File: src/rtl/fp_core_pkg.sv
// Shared unsigned fixed-point definitions: rounding modes and word-length helper.
package fp_core_pkg;

    typedef enum logic [1:0] {
        RND_TRUNC   = 2'd0,
        RND_HALF_UP = 2'd1,
        RND_CONV    = 2'd2
    } round_mode_e;

    function automatic int ufp_wl(input int iw, input int qw);
        return iw + qw;
    endfunction

endpackage

File: src/rtl/clip_unsigned.sv
// Unsigned integer-width reduction: saturate (CLIP=1) or wrap, zero-extend if wider.
module clip_unsigned #(
    parameter int IN_W  = 9,
    parameter int OUT_W = 8,
    parameter bit CLIP  = 1'b1
) (
    input  logic [IN_W-1:0]  in_val,
    output logic [OUT_W-1:0] out_val,
    output logic             clip
);

    generate
        if (IN_W > OUT_W) begin : g_narrow
            logic over;
            assign over    = |in_val[IN_W-1:OUT_W];
            assign clip    = CLIP && over;
            assign out_val = clip ? '1 : in_val[OUT_W-1:0];
        end else begin : g_wide
            assign out_val = OUT_W'(in_val);
            assign clip    = 1'b0;
        end
    endgenerate

endmodule

File: src/rtl/ufp_round_lane.sv
// One lane of the fraction stage: aligns IN_QW to OUT_QW with the selected rounding.
module ufp_round_lane
    import fp_core_pkg::*;
#(
    parameter int          IN_IW  = 8,
    parameter int          IN_QW  = 8,
    parameter int          OUT_QW = 4,
    parameter round_mode_e MODE   = RND_TRUNC
) (
    input  logic [ufp_wl(IN_IW, IN_QW)-1:0] in_val,
    output logic [IN_IW+OUT_QW:0]           tmp
);

    localparam int TW = IN_IW + OUT_QW + 1;

    generate
        if (OUT_QW >= IN_QW) begin : g_pad
            assign tmp = TW'(in_val) << (OUT_QW - IN_QW);
        end else begin : g_rnd
            localparam int DW = IN_QW - OUT_QW;
            localparam int KW = TW - 1;

            logic [KW-1:0] kept;
            logic [DW-1:0] dropped;
            logic [DW-1:0] rest;
            logic          inc;

            assign kept    = in_val[IN_IW+IN_QW-1:DW];
            assign dropped = in_val[DW-1:0];
            // Dropped bits below the half-LSB; nonzero means strictly above one half.
            assign rest    = dropped << 1;

            // NOTE: every path assigns inc (default arm), so no latch is inferred.
            always_comb begin
                case (MODE)
                    RND_HALF_UP: inc = dropped[DW-1];
                    RND_CONV:    inc = dropped[DW-1] && ((|rest) || kept[0]);
                    default:     inc = 1'b0;
                endcase
            end

            assign tmp = TW'(kept) + TW'(inc);
        end
    endgenerate

endmodule

File: src/rtl/ufp_resize_pipe.sv
// Two-stage valid/ready ufp resizer over N_CH lanes with clip statistics.
module ufp_resize_pipe
    import fp_core_pkg::*;
#(
    parameter int N_CH   = 4,
    parameter int IN_IW  = 8,
    parameter int IN_QW  = 8,
    parameter int OUT_IW = 4,
    parameter int OUT_QW = 4,
    parameter int ROUND  = 0,
    parameter int CLIP   = 1,
    parameter int CNT_W  = 16
) (
    input  logic                                   clk,
    input  logic                                   rst,
    input  logic [N_CH*ufp_wl(IN_IW, IN_QW)-1:0]   in_val,
    input  logic                                   in_valid,
    output logic                                   in_ready,
    output logic [N_CH*ufp_wl(OUT_IW, OUT_QW)-1:0] out_val,
    output logic [N_CH-1:0]                        out_clip,
    output logic                                   out_valid,
    input  logic                                   out_ready,
    output logic [N_CH-1:0]                        clip_sticky,
    output logic [CNT_W-1:0]                       clip_count,
    input  logic                                   stat_clear
);

    localparam int INW = ufp_wl(IN_IW, IN_QW);
    localparam int OW  = ufp_wl(OUT_IW, OUT_QW);
    localparam int TW  = IN_IW + OUT_QW + 1;

    logic [N_CH*TW-1:0] tmp_c;
    logic [N_CH*TW-1:0] s1_q;
    logic [N_CH*OW-1:0] res_c;
    logic [N_CH-1:0]    clip_c;
    logic               v1;
    logic               ld1;
    logic               ld2;
    logic               xfer;

    generate
        for (genvar k = 0; k < N_CH; k++) begin : g_lane
            ufp_round_lane #(
                .IN_IW (IN_IW),
                .IN_QW (IN_QW),
                .OUT_QW(OUT_QW),
                .MODE  (round_mode_e'(ROUND))
            ) u_round (
                .in_val(in_val[k*INW +: INW]),
                .tmp   (tmp_c[k*TW +: TW])
            );

            clip_unsigned #(
                .IN_W (TW),
                .OUT_W(OW),
                .CLIP (CLIP != 0)
            ) u_clip (
                .in_val (s1_q[k*TW +: TW]),
                .out_val(res_c[k*OW +: OW]),
                .clip   (clip_c[k])
            );
        end
    endgenerate

    // A stage loads when empty or when its successor is draining this cycle.
    assign ld2      = !out_valid || out_ready;
    assign ld1      = !v1 || ld2;
    assign in_ready = ld1;
    assign xfer     = out_valid && out_ready;

    always_ff @(posedge clk) begin
        if (rst) begin
            // NOTE: data registers are reset as well so out_val/out_clip read 0 after reset.
            v1          <= 1'b0;
            s1_q        <= '0;
            out_valid   <= 1'b0;
            out_val     <= '0;
            out_clip    <= '0;
            clip_sticky <= '0;
            clip_count  <= '0;
        end else begin
            if (ld1) begin
                v1 <= in_valid;
                if (in_valid) s1_q <= tmp_c;
            end
            if (ld2) begin
                out_valid <= v1;
                if (v1) begin
                    out_val  <= res_c;
                    out_clip <= clip_c;
                end
            end
            // Clear takes priority, but a same-cycle transfer is still recorded.
            if (stat_clear) begin
                clip_sticky <= xfer ? out_clip : '0;
                clip_count  <= CNT_W'(xfer && (|out_clip));
            end else if (xfer) begin
                clip_sticky <= clip_sticky | out_clip;
                if ((|out_clip) && (clip_count != '1)) clip_count <= clip_count + CNT_W'(1);
            end
        end
    end

endmodule

File: config.mk
export PLATFORM = sky130hd
export DESIGN_NAME = ufp_resize_pipe
export DESIGN_NICKNAME = d
export VERILOG_FILES = /design/src/rtl/fp_core_pkg.sv /design/src/rtl/clip_unsigned.sv /design/src/rtl/ufp_round_lane.sv /design/src/rtl/ufp_resize_pipe.sv
export SDC_FILE = /design/constraint.sdc
export NUM_CORES = 1
export LEC_CHECK = 0
export ABC_AREA = 1
export CORE_ASPECT_RATIO = 0.9
export CORE_MARGIN = 2
export CORE_UTILIZATION = 40
export DETAILED_ROUTE_END_ITERATION = 6
export PLACE_DENSITY = 0.73
export RECOVER_POWER = 100
export SLEW_MARGIN = 0
export SYNTH_ARGS = -nofsm -noshare
export SYNTH_HDL_FRONTEND = slang
export SYNTH_SLANG_ARGS = --single-unit
File: constraint.sdc
create_clock -name clk -period 2.6 [get_ports clk]
set_input_delay 0.52 -clock clk [delete_from_list [all_inputs] [get_ports clk]]
set_output_delay 0.52 -clock clk [all_outputs]
set_load 0.02 [all_outputs]
## Yosys cells after proc, flatten, opt, wreduce, memory -nomap -nowiden

Cells that the tools add are included.

| operators by class | value |
|---|---|
| multiplexer cells | 10 |
| $add $sub $neg | 1 |
| multiply operators | 0 |
| bitwise operators | 1 |
| divide/modulo/power cells | 0 |
| reduce and logical (&&, ||, !) cells | 19 |
| shifts and indexed selects | 0 |
| equality and inequality tests | 1 |
| magnitude comparators | 0 |

Operators with widths:

| cell | number |
|---|---|
| 8-bit two-way mux | 4 |
| 4-bit OR reduction | 5 |
| 16-bit by 1-bit adder with 16-bit output, second input constant | 1 |
| 16-bit inequality test, second input constant | 1 |
| 4-bit two-way mux | 3 |
| 2-bit AND reduction | 4 |
| 4-bit bitwise OR | 1 |
| 2-bit nonzero test | 2 |
| 1-bit logical AND | 3 |
| 1-bit two-way mux | 3 |
| 1-bit zero test | 2 |
| 1-bit logical OR | 2 |
| 2-bit OR reduction | 1 |

| storage, ports and cells | value |
|---|---|
| word-level logic and storage cells | 40 |
| latch bits | 0 |
| output and inout bits | 58 |
| register bits | 106 |
| input port bits | 69 |
| memory bits (read-only) | 0 |
| bits in writable memories | 0 |
| memories | 0 |

## Logic depth before layout (Yosys ltp)

Gate-level depths: netlist of the first run.

| depth | value |
|---|---|
| depth in word-level cells | 5 |
| depth in mapped cells | 9 |
| mapped depth without buffers | 8 |

## Hierarchy

A second synthesis of the first run with hierarchy kept.

| second synthesis, totals | value |
|---|---|
| cell total of the unflattened synthesis | 699 |
| area total of the unflattened synthesis | 5,092.4 sq um |

Modules (own cells, without submodules):

| module | sequential area each (sq um) | area an instance (sq um) | cells an instance | times used |
|---|---|---|---|---|
| ufp_resize_pipe | 2,202.1 | 4,241.6 | 563 | 1 |
| clip_unsigned | 0.0 | 111.4 | 20 | 4 |
| ufp_round_lane | 0.0 | 101.3 | 14 | 4 |

## Worst setup path before layout of the first run

Ideal clock, no wire load.

| path | value |
|---|---|
| path kind | flip-flop to flip-flop |
| start | reg clip_count[0] |
| end | reg clip_count[11] |
| data required time | 2.458 ns |
| path slack | 0.834 ns |
| clock period less this slack | 1.766 ns |
| library setup time | 0.142 ns |
| path buffers | 1 |
| stages on the path, launching flop included | 10 |
| arrival time | 1.624 ns |
| cell sequence | dfxtp_1 > ha_1 > inv_2 > nor2_4 > nand2_2 > o21ai_4 > inv_2 > buf_6 > nand2_1 > a21oi_2 |

| between the ends | value |
|---|---|
| longest elaborated chain between the ends | 3 |
| elaborated cells between the ends (all ways) | 4 |
| classes of those cells | add/sub: 1; eq/ne: 1; reduce/logical: 2 |

Ends and longest elaborated chain:

| item | line | RTL |
|---|---|---|
| start, declared | ufp_resize_pipe.sv:24 | `output logic [CNT_W-1:0] clip_count,` |
| start signal, assigned | ufp_resize_pipe.sv:96 | `clip_count <= CNT_W'(xfer && (\|out_clip));` |
| start signal, assigned | ufp_resize_pipe.sv:99 | `if ((\|out_clip) && (clip_count != '1)) clip_count <= clip_count + CNT_W'(1);` |
| parallel branches: the longest is 3 deep, another holds 16-bit by 1-bit adder with 16-bit output | -- |  |

Several ways; the timed one is not identified.
A chain may end at the register's enable or synchronous reset.

## Worst setup path after layout of the first run

| path | value |
|---|---|
| start | in out_ready |
| end | out in_ready |

| between the ends | value |
|---|---|
| longest elaborated chain between the ends | 2 |

Ends and longest elaborated chain:

| item | line | RTL |
|---|---|---|
| start, declared | ufp_resize_pipe.sv:22 | `input logic out_ready,` |
| 1-bit logical OR | ufp_resize_pipe.sv:66 | `assign ld2 = !out_valid \|\| out_ready;` |
| 1-bit logical OR | ufp_resize_pipe.sv:67 | `assign ld1 = !v1 \|\| ld2;` |
| end, declared | ufp_resize_pipe.sv:18 | `output logic in_ready,` |

Every way passes these cells.

==> implementation parameters, run 1 <==
Parameter                              Value

Power
  Cell area power density    661.0 nW/um^2
  Share of total power in sequential cells    47.5%
  Leakage component of the power    2.284 nW
  Internal Dissipation    2.809 mW
  Portion of total power attributed to combinational logic    12.7%
  Switching power    0.9463 mW
  Max IR drop VDD    0.3849 mV
  Power after layout    3.756 mW
  Net switching fraction of the power    25.20%
  Clock share of power    39.7%

Global routing
  Global-route wire length before repair    18100 microns
  Overflow left after global routing    0
  Via count of the first global-routing pass    3846
  Largest net degree at the start of global routing    50
  Initial antenna violation count    0
  Overall routing resource usage    19.61%

Timing
  Fin. max-slew vios    0
  Final critical-path share of the clock period    93.56%
  Unrepaired setup endpoints after global routing    false
  Maximum operating frequency    411.1 MHz
  Final hold viol count    0
  Shortest period the worst path allows    2433 ps
  Worst hold margin    451.7 ps
  Slew at the pin with the worst max-slew slack    1051 ps
  Setup slack of the critical path after layout    167.5 ps
  Worst Skew    8.929 ps
  Endpoints failing setup    0
  Setup TNS after final layout    0 ps
  Relative slew margins    29.95%

CTS
  Latest clock arrival within the worst-skew pair    340 ps
  TritonCTS clock tree    done
  Postcts setup bufs    0
  Clk slew on worst S/H paths    70 ps
  H-tree depth    3
  Maximum root-to-sink buffer count    2
  Clock sinks    106
  Buffer cell driving the clock tree root    clkbuf_16
  Clock buffers created by TritonCTS    9
  Post-CTS Resized    0
  Post-CTS Hold Buffers    0

Floorplanning
  Die extent in y    100.9 microns
  FP Rows    35
  Initial core utilization    40.90%
  Die footprint    11270 sq um
  Core box area    10200 sq um
  Boundary pin count    127
  Die extent in x    111.7 microns

Layout
  Layout cell share with drive strength beyond 1    6.240%
  Area added between synthesis and finish    36.16%
  Count of non-filler cells in the finished layout    786
  Final nets    722
  Number of inserted diodes    0
  Post-Route Utilization    55.68%
  Post-route design area    5682 sq um

Placement
  Weighted congestion reported at the end of routability-driven placement    0.9053
  Cell total after placement    770
  Dpl hpwl    7660 microns
  Number of buffer cells added on primary ports    110
  Worst-case setup slack after placement    229.2 ps
  Placed standard-cell area    5398 sq um

Yosys
  Post-Syn Instances    551
  Mean instance size in the synthesized netlist    7.573 sq um
  Number of distinct library cells after synthesis    22
  Netlist Area Pre-Place    4173 sq um
  Share of the yosys chip area belonging to registers    50.85%
  Number of warning messages in the yosys log    0
  Post-synthesis register bit count    106
  Synthesized net count    621

Drt
  Detailed-route vias per instance    5.033
  Final wirelength    10730 microns
  DRT iter0 DRCs    273
  Remaining routing DRC violations    0
  Remaining antenna violation count after routing    0
  1st-pass router iterations    4
  Final routed wire length divided by cell count    13.65 microns
  Detailed-route via count    3956

Critical path
  Highest net fanout along the worst path    3
  Sort of element at the start of the critical path    input port
  Classification of the worst setup path    input port to output pin
  Req. time, crit path    2080 ps
  Length in cells of the worst reg-to-reg path    8
  Category of the worst setup path capture point    output pin
  CP Launch Point    out_ready
  R2r startpoint    clip_count[0]$_SDFFE_PP0P_
  Crit path DAT    1910 ps

Outcome
  Status    completed

Worst hold path
  Type of the worst min-delay path    register to register
  Hold Crit Start    s1_q[37]$_SDFFE_PP0P_
  Number of cells on the worst hold path    2

Flow run
  Maximum Capacitance Violations    0
## power by group through the flow
stage | Combinational [mW] | Clock [mW] | Sequential, mW
after floorplan | 0.190 | 0 | 1.88
after global placement | 0.495 | 0 | 1.82
after detailed placement | 0.506 | 0 | 1.82
after CTS | 0.507 | 1.52 | 1.79
after global routing | 0.526 | 1.58 | 1.80
final | 0.478 | 1.49 | 1.79
## per-layer routing
metal	share of wire [%]	vias up	global-route usage [%]
met2	47	119	33.52
met3	5.8	21	3.969
met5	0	-	0
met1	45	1819	24.84
li1	-	1997	-
met4	2.1	0	6.838
## final timing paths
| check | to | slack [ps] |
|---|---|---|
| min | s1_q[37]$_SDFFE_PP0P_ | 450 |
| min reg2reg | s1_q[37]$_SDFFE_PP0P_ | 450 |
| max | in_ready | 170 |
| max reg2reg | clip_count[13]$_SDFFE_PP0P_ | 350 |
## synthesized netlist by cell type
master    instances  area share (%)
nand2_2           8             1.2
buf_2             4            0.48
nor2_4            2            0.54
o21ai_4           1            0.39
inv_1            26             2.3
ha_1              1            0.30
nand2_1          87             7.8
or2_2             1            0.15
nor2_1          105             9.4
dfxtp_1         106              51
a21oi_1          37             4.4
buf_6             2            0.54
nand4_1           8             1.2
inv_2             2            0.18
o21ai_0         108              13
nor2_2            3            0.45
clkinv_1          2            0.18
xor2_1            3            0.63
clkbuf_1         22             2.0
a21oi_2          10             2.1
xnor2_1           3            0.63
nand3_1          10             1.2
## placed cells by master (no fill, tap or decap)
cell type        instances
o21ai_0                108
dfxtp_1                106
nor2_1                 105
nand2_1                 89
dlygate4sd3_1           59
clkdlybuf4s50_1         51
a21oi_1                 42
inv_1                   27
nand3_1                 10
clkbuf_16                9
nand4_1                  8
nand2_2                  6
a21oi_2                  5
nor2_2                   3
xnor2_1                  3
xor2_1                   3
clkbuf_2                 3
buf_4                    3
clkinv_1                 2
nor2_4                   2
bufinv_16                2
clkbuf_1                 2
inv_6                    2
inv_2                    1
o21ai_4                  1
or2_2                    1
ha_1                     1
clkinv_8                 1
inv_8                    1
buf_12                   1
## flip-flops by register name (all words and copies together) (netlist names)
name / cells
clip_sticky: 4
s1_q: 48
out_valid: 1
v1: 1
clip_count: 16
out_val: 32
out_clip: 4
## cells by family (layout without fill, tap and decap cells)
kind of cell	Yosys count	count (layout)	share of synthesized area, %
flops	106	106	50.85
compound gates	156	156	19.88
fa+ha+maj	1	1	0.2998
buf+inv	58	164	5.697
xor+xnor	6	6	1.260
simple gates	224	224	22.01
## cell type report
class | count | area, sq um
inverter | 30 | 112.6
clock buffer | 10 | 229.0
multi-input combinational | 387 | 1789
fill | 965 | 4522
clock inverter | 6 | 105.1
timing repair buffer | 118 | 1162
tap | 129 | 161.4
sequential | 106 | 2122
## worst max-delay path, cell delays in order
cell	delay (ps)
dlygate4sd3_1	550
inv_1	50
nand3_1	150
clkdlybuf4s50_1	640
Note: power is estimated with default switching activity, not from simulation.
==> run 2, diff against run 1 <==
--- a/config.mk
+++ b/config.mk
@@ -9,6 +9,7 @@
 export CORE_ASPECT_RATIO = 0.9
 export CORE_MARGIN = 2
 export CORE_UTILIZATION = 40
+export CTS_CLUSTER_SIZE = 24
 export DETAILED_ROUTE_END_ITERATION = 6
 export PLACE_DENSITY = 0.73
 export RECOVER_POWER = 100
==> results of run 2 <==
The final DEF is identical to that of run 1; final timing and power are the same.
==> run 3, diff against run 2 <==
--- a/config.mk
+++ b/config.mk
@@ -6,6 +6,7 @@
 export NUM_CORES = 1
 export LEC_CHECK = 0
 export ABC_AREA = 1
+export ABC_CLOCK_PERIOD_IN_PS = 2600
 export CORE_ASPECT_RATIO = 0.9
 export CORE_MARGIN = 2
 export CORE_UTILIZATION = 40
==> results of run 3 <==
The final DEF is identical to that of run 1; final timing and power are the same.
